==> src/rtl/hack_pkg.sv <==
// Shared definitions for the Hack-compatible cores: FSM states and
// instruction field positions.
package hack_pkg;
   typedef enum logic [2:0] {FETCH, DECODE, MRD, EXEC, MWR, HALT} state_t;

   localparam int A_BIT    = 12;
   localparam int COMP_LSB = 6;
   localparam int DEST_LSB = 3;
   localparam int JUMP_LSB = 0;

   localparam logic [2:0] JMP = 3'b111;
endpackage

==> src/rtl/hack_alu.sv <==
// Hack ALU at arbitrary width. comp is {zx, nx, zy, ny, f, no}.
module hack_alu #(
   parameter int DATA_W = 16
) (
   input  logic [DATA_W-1:0] x,
   input  logic [DATA_W-1:0] y,
   input  logic [5:0]        comp,
   output logic [DATA_W-1:0] out,
   output logic              zr,
   output logic              ng
);
   logic [DATA_W-1:0] x_z, x_n, y_z, y_n, f_out;

   always_comb begin
      x_z   = comp[5] ? '0 : x;
      x_n   = comp[4] ? ~x_z : x_z;
      y_z   = comp[3] ? '0 : y;
      y_n   = comp[2] ? ~y_z : y_z;
      f_out = comp[1] ? (x_n + y_n) : (x_n & y_n);
      out   = comp[0] ? ~f_out : f_out;
      zr    = (out == '0);
      ng    = out[DATA_W-1];
   end
endmodule

==> src/rtl/hack_cpu_mc.sv <==
// Multi-cycle Hack CPU with req/ack instruction and data memory ports,
// self-jump halt detection and a per-instruction retire pulse.
//
// state  | meaning
// FETCH  | imem_req held until imem_ack, IR latched
// DECODE | A-instr retires here; C-instr picks MRD or EXEC
// MRD    | dmem read of M at A, MDR latched on ack
// EXEC   | ALU, D/A update, jump evaluation; MWR if dest has M
// MWR    | dmem write of ALU result at pre-update A
// HALT   | taken JMP onto its own pc; idle until reset
module hack_cpu_mc
   import hack_pkg::*;
#(
   parameter int                DATA_W   = 16,
   parameter int                ADDR_W   = 15,
   parameter logic [ADDR_W-1:0] RESET_PC = '0
) (
   input  logic              CLK,
   input  logic              reset_n,
   output logic              imem_req,
   output logic [ADDR_W-1:0] imem_addr,
   input  logic              imem_ack,
   input  logic [DATA_W-1:0] imem_rdata,
   output logic              dmem_req,
   output logic              dmem_we,
   output logic [ADDR_W-1:0] dmem_addr,
   output logic [DATA_W-1:0] dmem_wdata,
   input  logic              dmem_ack,
   input  logic [DATA_W-1:0] dmem_rdata,
   output logic [ADDR_W-1:0] pc,
   output logic              retired,
   output logic              halted
);
   state_t            state;
   logic [DATA_W-1:0] ir, a_reg, d_reg, mdr;
   logic [ADDR_W-1:0] addr_q;
   logic              taken_q;

   logic [DATA_W-1:0] alu_out;
   logic              alu_zr, alu_ng;
   logic [2:0]        jump;
   logic              taken, finish, fin_taken, fin_halt;
   logic [ADDR_W-1:0] fin_target;

   hack_alu #(.DATA_W(DATA_W)) u_alu (
      .x    (d_reg),
      .y    (ir[A_BIT] ? mdr : a_reg),
      .comp (ir[COMP_LSB +: 6]),
      .out  (alu_out),
      .zr   (alu_zr),
      .ng   (alu_ng)
   );

   assign imem_addr = pc;
   assign jump      = ir[JUMP_LSB +: 3];
   assign taken     = (jump[2] & alu_ng) | (jump[1] & alu_zr) | (jump[0] & ~alu_zr & ~alu_ng);

   // EXEC retires directly from live ALU flags; MWR uses the copies taken in EXEC.
   always_comb begin
      finish     = ((state == EXEC) && !ir[DEST_LSB]) || ((state == MWR) && dmem_ack);
      fin_taken  = (state == MWR) ? taken_q : taken;
      fin_target = (state == MWR) ? addr_q : a_reg[ADDR_W-1:0];
      fin_halt   = fin_taken && (jump == JMP) && (fin_target == pc);
   end

   always_ff @(posedge CLK or negedge reset_n) begin
      if (!reset_n) begin
         state      <= FETCH;
         pc         <= RESET_PC;
         ir         <= '0;
         a_reg      <= '0;
         d_reg      <= '0;
         mdr        <= '0;
         addr_q     <= '0;
         taken_q    <= 1'b0;
         imem_req   <= 1'b0;
         dmem_req   <= 1'b0;
         dmem_we    <= 1'b0;
         dmem_addr  <= '0;
         dmem_wdata <= '0;
         retired    <= 1'b0;
         halted     <= 1'b0;
      end else begin
         retired <= 1'b0;
         case (state)
            FETCH: begin
               if (!imem_req) begin
                  imem_req <= 1'b1;
               end else if (imem_ack) begin
                  ir       <= imem_rdata;
                  imem_req <= 1'b0;
                  state    <= DECODE;
               end
            end
            DECODE: begin
               if (!ir[DATA_W-1]) begin
                  a_reg    <= {1'b0, ir[DATA_W-2:0]};
                  pc       <= pc + ADDR_W'(1);
                  retired  <= 1'b1;
                  imem_req <= 1'b1;
                  state    <= FETCH;
               end else if (ir[A_BIT]) begin
                  dmem_req  <= 1'b1;
                  dmem_we   <= 1'b0;
                  dmem_addr <= a_reg[ADDR_W-1:0];
                  state     <= MRD;
               end else begin
                  state <= EXEC;
               end
            end
            MRD: begin
               if (dmem_ack) begin
                  mdr      <= dmem_rdata;
                  dmem_req <= 1'b0;
                  state    <= EXEC;
               end
            end
            EXEC: begin
               addr_q  <= a_reg[ADDR_W-1:0];
               taken_q <= taken;
               if (ir[DEST_LSB+1]) d_reg <= alu_out;
               if (ir[DEST_LSB+2]) a_reg <= alu_out;
               if (ir[DEST_LSB]) begin
                  dmem_req   <= 1'b1;
                  dmem_we    <= 1'b1;
                  dmem_addr  <= a_reg[ADDR_W-1:0];
                  dmem_wdata <= alu_out;
                  state      <= MWR;
               end
            end
            MWR: begin
               if (dmem_ack) begin
                  dmem_req <= 1'b0;
                  dmem_we  <= 1'b0;
               end
            end
            HALT: ;
            default: state <= FETCH;
         endcase

         if (finish) begin
            retired <= 1'b1;
            if (fin_halt) begin
               halted <= 1'b1;
               state  <= HALT;
            end else begin
               pc       <= fin_taken ? fin_target : pc + ADDR_W'(1);
               imem_req <= 1'b1;
               state    <= FETCH;
            end
         end
      end
   end
endmodule
==> config.mk <==
export PLATFORM = sky130hd
export DESIGN_NAME = hack_cpu_mc
export DESIGN_NICKNAME = d
export VERILOG_FILES = /design/src/rtl/hack_pkg.sv /design/src/rtl/hack_alu.sv /design/src/rtl/hack_cpu_mc.sv
export SDC_FILE = /design/constraint.sdc
export NUM_CORES = 1
export LEC_CHECK = 0
export ABC_AREA = 1
export ABC_CLOCK_PERIOD_IN_PS = 3700
export CAP_MARGIN = 10
export CORE_UTILIZATION = 40
export CTS_CLUSTER_SIZE = 8
export DETAILED_ROUTE_END_ITERATION = 6
export RECOVER_POWER = 50
export SKIP_LAST_GASP = 1
export SLEW_MARGIN = 20
export SYNTH_ARGS = -nofsm -noshare
export SYNTH_HDL_FRONTEND = slang
export SYNTH_HIERARCHICAL = 1
export SYNTH_SLANG_ARGS = --single-unit
==> constraint.sdc <==
create_clock -name CLK -period 3.7 [get_ports CLK]
set_input_delay 0.555 -clock CLK [delete_from_list [all_inputs] [get_ports CLK]]
set_output_delay 0.555 -clock CLK [all_outputs]
set_load 0.01 [all_outputs]
# Word-level counts from Yosys, hierarchy flattened
# Cells that the tools add are included.
[totals] register_bits=134 out_inout_bits=66 elab_cells=118
[op_classes] n_bitwise=12 eq_ne=19 reduce_logical=23 muxes=47 add_sub_neg=2
[op_table] cell="$mux 16" count=9
[op_table] cell="$mux 15" count=9
[op_table] cell="$not 16->16" count=3
[op_table] cell="$pmux 16 s2" count=1
[op_table] cell="$pmux 15 s2" count=1
[op_table] cell="$mux 3" count=6
[op_table] cell="$add 16x16->16" count=1
[op_table] cell="$and 16x16->16" count=1
[op_table] cell="$logic_not 16->1" count=1
[op_table] cell="$mux 1" count=16
[op_table] cell="$add 15x1->15 const B" count=1
[op_table] cell="$eq 15x15->1" count=1
[op_table] cell="$pmux 3 s5" count=1
[op_table] cell="$reduce_and 5->1" count=3
[op_table] cell="$ne 2x2->1 const B" count=6
[op_table] cell="$ne 3x3->1 const B" count=4
[op_table] cell="$eq 3x3->1 const B" count=3
[op_table] cell="$reduce_and 2->1" count=4
[op_table] cell="$eq 3x2->1 const B" count=2
[op_table] cell="$pmux 1 s3" count=2
[op_table] cell="$reduce_and 3->1" count=2
[op_table] cell="$reduce_bool 3->1" count=2
[op_table] cell="$and 1x1->1" count=4
[op_table] cell="$logic_and 1x1->1" count=4
[op_table] cell="12 further kinds" count=16

# Depth between registers and ports, before layout
[logic_depth] ltp_word=18 mapped_depth=37 ltp_nobuf=35

# Modules after synthesis
# Netlist, hierarchy kept.
[by_module_without_submodules] module="hack_cpu_mc" seq_area_each_um2=3353.2 area_each_um2=6701.4 n_inst=1 cells_each=836
[by_module_without_submodules] module="hack_alu" seq_area_each_um2=0.0 area_each_um2=2089.5 n_inst=1 cells_each=419

# Worst setup path after synthesis
# No wires, ideal clock.
[synth_timing] kind="flip-flop to flip-flop" from="register ir[8]" to="register imem_req" t_arrival_ns=3.670 path_slack_ns=-0.099 period_less_slack_ns=3.799 required_time_ns=3.571 stages_incl_launch_ff=30 path_cell_list="dfrtp_1 clkbuf_1 buf_2 xor2_1 inv_1 ha_1 fa_1 nand2_1 nand2_1 xor2_1 nand2_1 nor2_1 nand3_1 nor2_1 nand3_1 nor2_1 nand2_1 nor2_1 nand2_1 nand2_1 inv_1 nand3_1 nand3_1 nor2_1 nand2_1 nor2_2 nand2_2 nand2_4 buf_6 nand3_1"
[synth_via] elab_chain_len=15 word_cells_on_any_way=20
[synth_rtl] item="start, declared" line_no="hack_cpu_mc.sv:35" text="logic [DATA_W-1:0] ir, a_reg, d_reg, mdr;"
[synth_rtl] item="start signal, assigned" line_no="hack_cpu_mc.sv:90" text="ir <= imem_rdata;"
[synth_rtl] item="$mux 16 *" line_no="hack_alu.sv:18" text="y_n = comp[2] ? ~y_z : y_z;"
[synth_rtl] item="$add 16x16->16 or $and 16x16->16 (tied branches)" line_no="hack_alu.sv:19" text="f_out = comp[1] ? (x_n + y_n) : (x_n & y_n);"
[synth_rtl] item="$mux 16 *" line_no="hack_alu.sv:19"
[synth_rtl] item="$not 16->16" line_no="hack_alu.sv:20" text="out = comp[0] ? ~f_out : f_out;"
[synth_rtl] item="$mux 16 *" line_no="hack_alu.sv:20"
[synth_rtl] item="$logic_not 16->1 *" line_no="hack_alu.sv:21" text="zr = (out == '0);"
[synth_rtl] item="via alu_zr" line_no="hack_cpu_mc.sv:40" text="logic alu_zr, alu_ng;"
[synth_rtl] item="$not 1->1" line_no="hack_cpu_mc.sv:56" text="assign taken = (jump[2] & alu_ng) | (jump[1] & alu_zr) | (jump[0] & ~alu_zr & ~alu_ng);"
[synth_rtl] item="$and 1x1->1 (2 in a row)" line_no="hack_cpu_mc.sv:56"
[synth_rtl] item="$or 1x1->1 *" line_no="hack_cpu_mc.sv:56"
[synth_rtl] item="$mux 1 *" line_no="hack_cpu_mc.sv:61" text="fin_taken = (state == MWR) ? taken_q : taken;"
[synth_rtl] item="$logic_and 1x1->1 * (2 in a row)" line_no="hack_cpu_mc.sv:63" text="fin_halt = fin_taken && (jump == JMP) && (fin_target == pc);"
[synth_rtl] item="$mux 1 *" line_no="hack_cpu_mc.sv:143" text="if (fin_halt) begin"
[synth_rtl] item="$mux 1 *" line_no="hack_cpu_mc.sv:141" text="if (finish) begin"
[synth_rtl] item="end signal, assigned" line_no="hack_cpu_mc.sv:76" text="imem_req <= 1'b0;"
[synth_rtl] item="end signal, assigned" line_no="hack_cpu_mc.sv:88" text="imem_req <= 1'b1;"
[synth_rtl] item="end signal, assigned" line_no="hack_cpu_mc.sv:148" text="imem_req <= 1'b1;"
[synth_rtl] item="end, declared" line_no="hack_cpu_mc.sv:20" text="output logic imem_req,"
# Mark *: on every way through the listed nets, which the timed path passes. The rest lies on a longest branch.
# A chain may end at the register's enable or synchronous reset.

# Final worst setup path
[layout_timing] from="register ir[12]" to="register imem_req"
[layout_via] elab_chain_len=18 word_cells_on_any_way=23
[layout_rtl] item="$mux 16 *" line_no="hack_cpu_mc.sv:47" text=".y (ir[A_BIT] ? mdr : a_reg),"
[layout_rtl] item="$mux 16 *" line_no="hack_alu.sv:17" text="y_z = comp[3] ? '0 : y;"
[layout_rtl] item="$not 16->16" line_no="hack_alu.sv:18"
[layout_rtl] item="$mux 16 *" line_no="hack_alu.sv:18"
[layout_rtl] item="$add 16x16->16 or $and 16x16->16 (tied branches)" line_no="hack_alu.sv:19"
[layout_rtl] item="$mux 16 *" line_no="hack_alu.sv:19"
[layout_rtl] item="$not 16->16" line_no="hack_alu.sv:20"
[layout_rtl] item="$mux 16 *" line_no="hack_alu.sv:20"
[layout_rtl] item="$logic_not 16->1 *" line_no="hack_alu.sv:21"
[layout_rtl] item="via alu_zr" line_no="hack_cpu_mc.sv:40"
[layout_rtl] item="$not 1->1" line_no="hack_cpu_mc.sv:56"
[layout_rtl] item="$and 1x1->1 (2 in a row)" line_no="hack_cpu_mc.sv:56"
[layout_rtl] item="$or 1x1->1 *" line_no="hack_cpu_mc.sv:56"
[layout_rtl] item="$mux 1 *" line_no="hack_cpu_mc.sv:61"
[layout_rtl] item="$logic_and 1x1->1 * (2 in a row)" line_no="hack_cpu_mc.sv:63"
[layout_rtl] item="$mux 1 *" line_no="hack_cpu_mc.sv:143"
[layout_rtl] item="$mux 1 *" line_no="hack_cpu_mc.sv:141"
# Marked as above.

==> out/metrics.csv <==
metric,value,unit
Die ar.,0.0226,mm²
fin crit period,3.95,ns
TritonCTS buffer count,17,
critical path's top delay family,simple AND/OR/NAND/NOR gates,
Mapped Area,0.00879,mm²
Core Box Area,0.0213,mm²
#FFs+latches synth,134,
largest area contributor in the netlist,dfrtp_1,
CP bufs+invs,4,
run status,finished with violations,
Detailed Routing Iterations Pass 1,5,
routability cong.,0.929,
Final period util,1.07,
Hold Startpoint,halted,
Final ANT Viol Nets,0,
failing checks,"max-capacitance violations, max-slew violations, negative setup slack",
via count,8561,
headroom to the max-slew limit,-0.332,
initial DRC count,688,
Critical Path Most Common Cell,nand2_1,
post-synthesis xor/xnor area fraction,0.0468,
Boundary Pins,102,
Congestion Overflow GR,0,
first-pass GRT wire length,43.3,mm
max cap viols,2,
# setup viols final,19,
clk buf depth,2,
r2r endpoint,imem_req,
DRC,0,
std cell rows,53,
syn avg cell area,7.00,µm²
setup TNS,-4.05,ns
Area Growth Syn to Fin,31.0,%
die height,150,µm
Initial Utilization,0.413,
Post-Syn Instances,1255,
Clk Tree Root Cell,clkbuf_16,
via/cell ratio,5.00,
crit path kind,register to register,
Final Worst Setup Slack,-0.248,ns
CP max FO,5,
WP data arrival,4.26,ns
die width,150,µm
Port-buffer cells,101,
simple-gate area share of the yosys netlist,0.303,
Final Skew,0.00833,ns
largest net degree at the start of global routing,79,
Post-Synth Adder-Cell Area,0.0265,
largest family of logic cells by synthesized area,simple AND/OR/NAND/NOR gates,
crit-path max cell delay,0.52,ns
Avg WL per Cell,16.3,µm
Global Route Usage Sum,0.256,
Compound-Gate Fraction of Synth Area,0.104,
top-area cell type share of the netlist area,0.381,
Worst-Skew Late Latency,0.43,ns
sequential share of the synthesized area,0.381,
synthesized netlist net count,1309,
Hold Crit Depth,2,
leading post-synthesis cells by cell area,"dfrtp_1 (38%), nand2_1 (18%), nand3_1 (7.3%)",
CP max stage cell,fa_2,
vias in the first global route,7855,
Worst-Margin Slew,2.00,ns
WHS Endpoint,halted,
clock sink count,134,
final-report max-slew violation count,108,
startpoint types,register,
post-synthesis mux area share,0.0216,
Worst Path Required,4.01,ns
maximum achievable frequency,253,MHz
share of layout cells above drive strength 1,0.159,
ant diodes,0,
CP Capture Type,register,
RSZ-0062 raised after global routing,yes,
dpl hpwl,21.3,mm
drt total wl,27.9,mm
TritonCTS clock tree,built,
Min-Delay Path Class,register to register,
reg-to-reg setup timing slack,-0.25,ns
Clock transition at path regs,0.06,ns
Unique masters post-synth,39,
H-tree Lvls,4,
Reg2Reg Depth,31,
Post-layout nets,1477,
initial antenna violation count,0,
Final Hold Vio Count,0,
reg2reg start,ir[12],
YS warnings,6,
# hold bufs at CTS,0,
## timing repair
action | 4_1_cts | 5_1_grt
endpoints found under the setup margin | 19 | 19
cloned | 1 | 1
gates resized for setup | 38 | 23
pin swaps | 4 | 7
buffers inserted | 3 | 2
## synthesized netlist by cell type (all sizes together)
cell type    n
a21oi       15
a31oi        2
and2         1
and3         2
buf         36
clkbuf      32
clkinv       2
dfrtp      134
fa           1
ha          17
inv        162
mux2        16
mux2i        1
nand2      439
nand3      131
nand3b       1
nand4        8
nor2        46
nor3         4
o211ai      17
o21ai      138
o21bai       1
or2          2
xnor2        1
xor2        46
## per-stage QoR
step                      hold WS (ns)  setup WS, ns  instances  area (µm²)   util
after floorplan                  0.259       0.00887       1255        8800      -
after global placement           0.457        -0.344       1672       10600  0.498
after detailed placement         0.465        -0.413       1672       10600  0.498
after CTS                        0.178        -0.226       1708       11400  0.536
after global routing             0.505        -0.554       1711       11500  0.541
final                            0.478        -0.248       1711       11500  0.541
## per-layer routing
layer	vias up	global-route usage	wire length, µm	share of wire
li1	4297	-	-	-
met1	3998	0.375	13600	0.49
met2	239	0.388	12400	0.45
met3	27	0.0345	1320	0.047
met4	0	0.0788	496	0.018
met5	-	0	0	0
## worst min-delay path: stages, from the launching register on
cell	delay (ns)
dfrtp_1	0.35
inv_1	0.04
nand2_1	0.05
## cell families (layout without fill, tap and decap cells)
logic type / Yosys count / count (layout)
AO/OA/AOI/OAI: 173 / 173
multiplexers: 17 / 17
XOR/XNOR: 47 / 47
buffers and inverters: 232 / 413
AND/OR/NAND/NOR: 634 / 634
adder cells (fa/ha/maj): 18 / 18
flip-flops: 134 / 134
## cell usage in the layout, fill, tap and decap left out, types with 8 or more instances in the layout
cell             Yosys  final
a21oi_1             15     11
buf_4               18    106
clkbuf_16            0     18
clkdlybuf4s50_1      0     78
dfrtp_1            134    133
dlygate4sd3_1        0     22
ha_4                 0     12
inv_1              160    154
inv_2                2      8
mux2_2              16     16
nand2_1            430    422
nand2_2              7     14
nand3_1            128    124
nand4_1              8      8
nor2_1              40     36
o211ai_1            17     17
o21ai_0            117    109
o21ai_1             20     27
xor2_1              46     45
## cell type report
class,instances,area [µm²]
fillers,2039,9770
multi-input cells,889,4670
flip-flops and latches,134,3350
repair buffers,217,1960
inverters,164,616
clock buffers,18,429
well taps,275,344
clock inverters,14,140
## worst max path at each step
stage              from           end  slack, ns  cells after the start
5_1_grt          ir[12]      imem_req      -0.55                     33
3_5_place_dp   a_reg[0]      state[2]      -0.41                     31
4_1_cts          ir[12]      imem_req      -0.23                     30
3_3_place_gp   a_reg[0]  imem_addr[8]      -0.34                     28
6_report         ir[12]      imem_req      -0.25                     31
2_1_floorplan     ir[9]      imem_req      0.009                     30
Power is left out: the tool's default activity adds up to more than one toggle a clock period on the data nets, which glitch-free logic cannot reach.
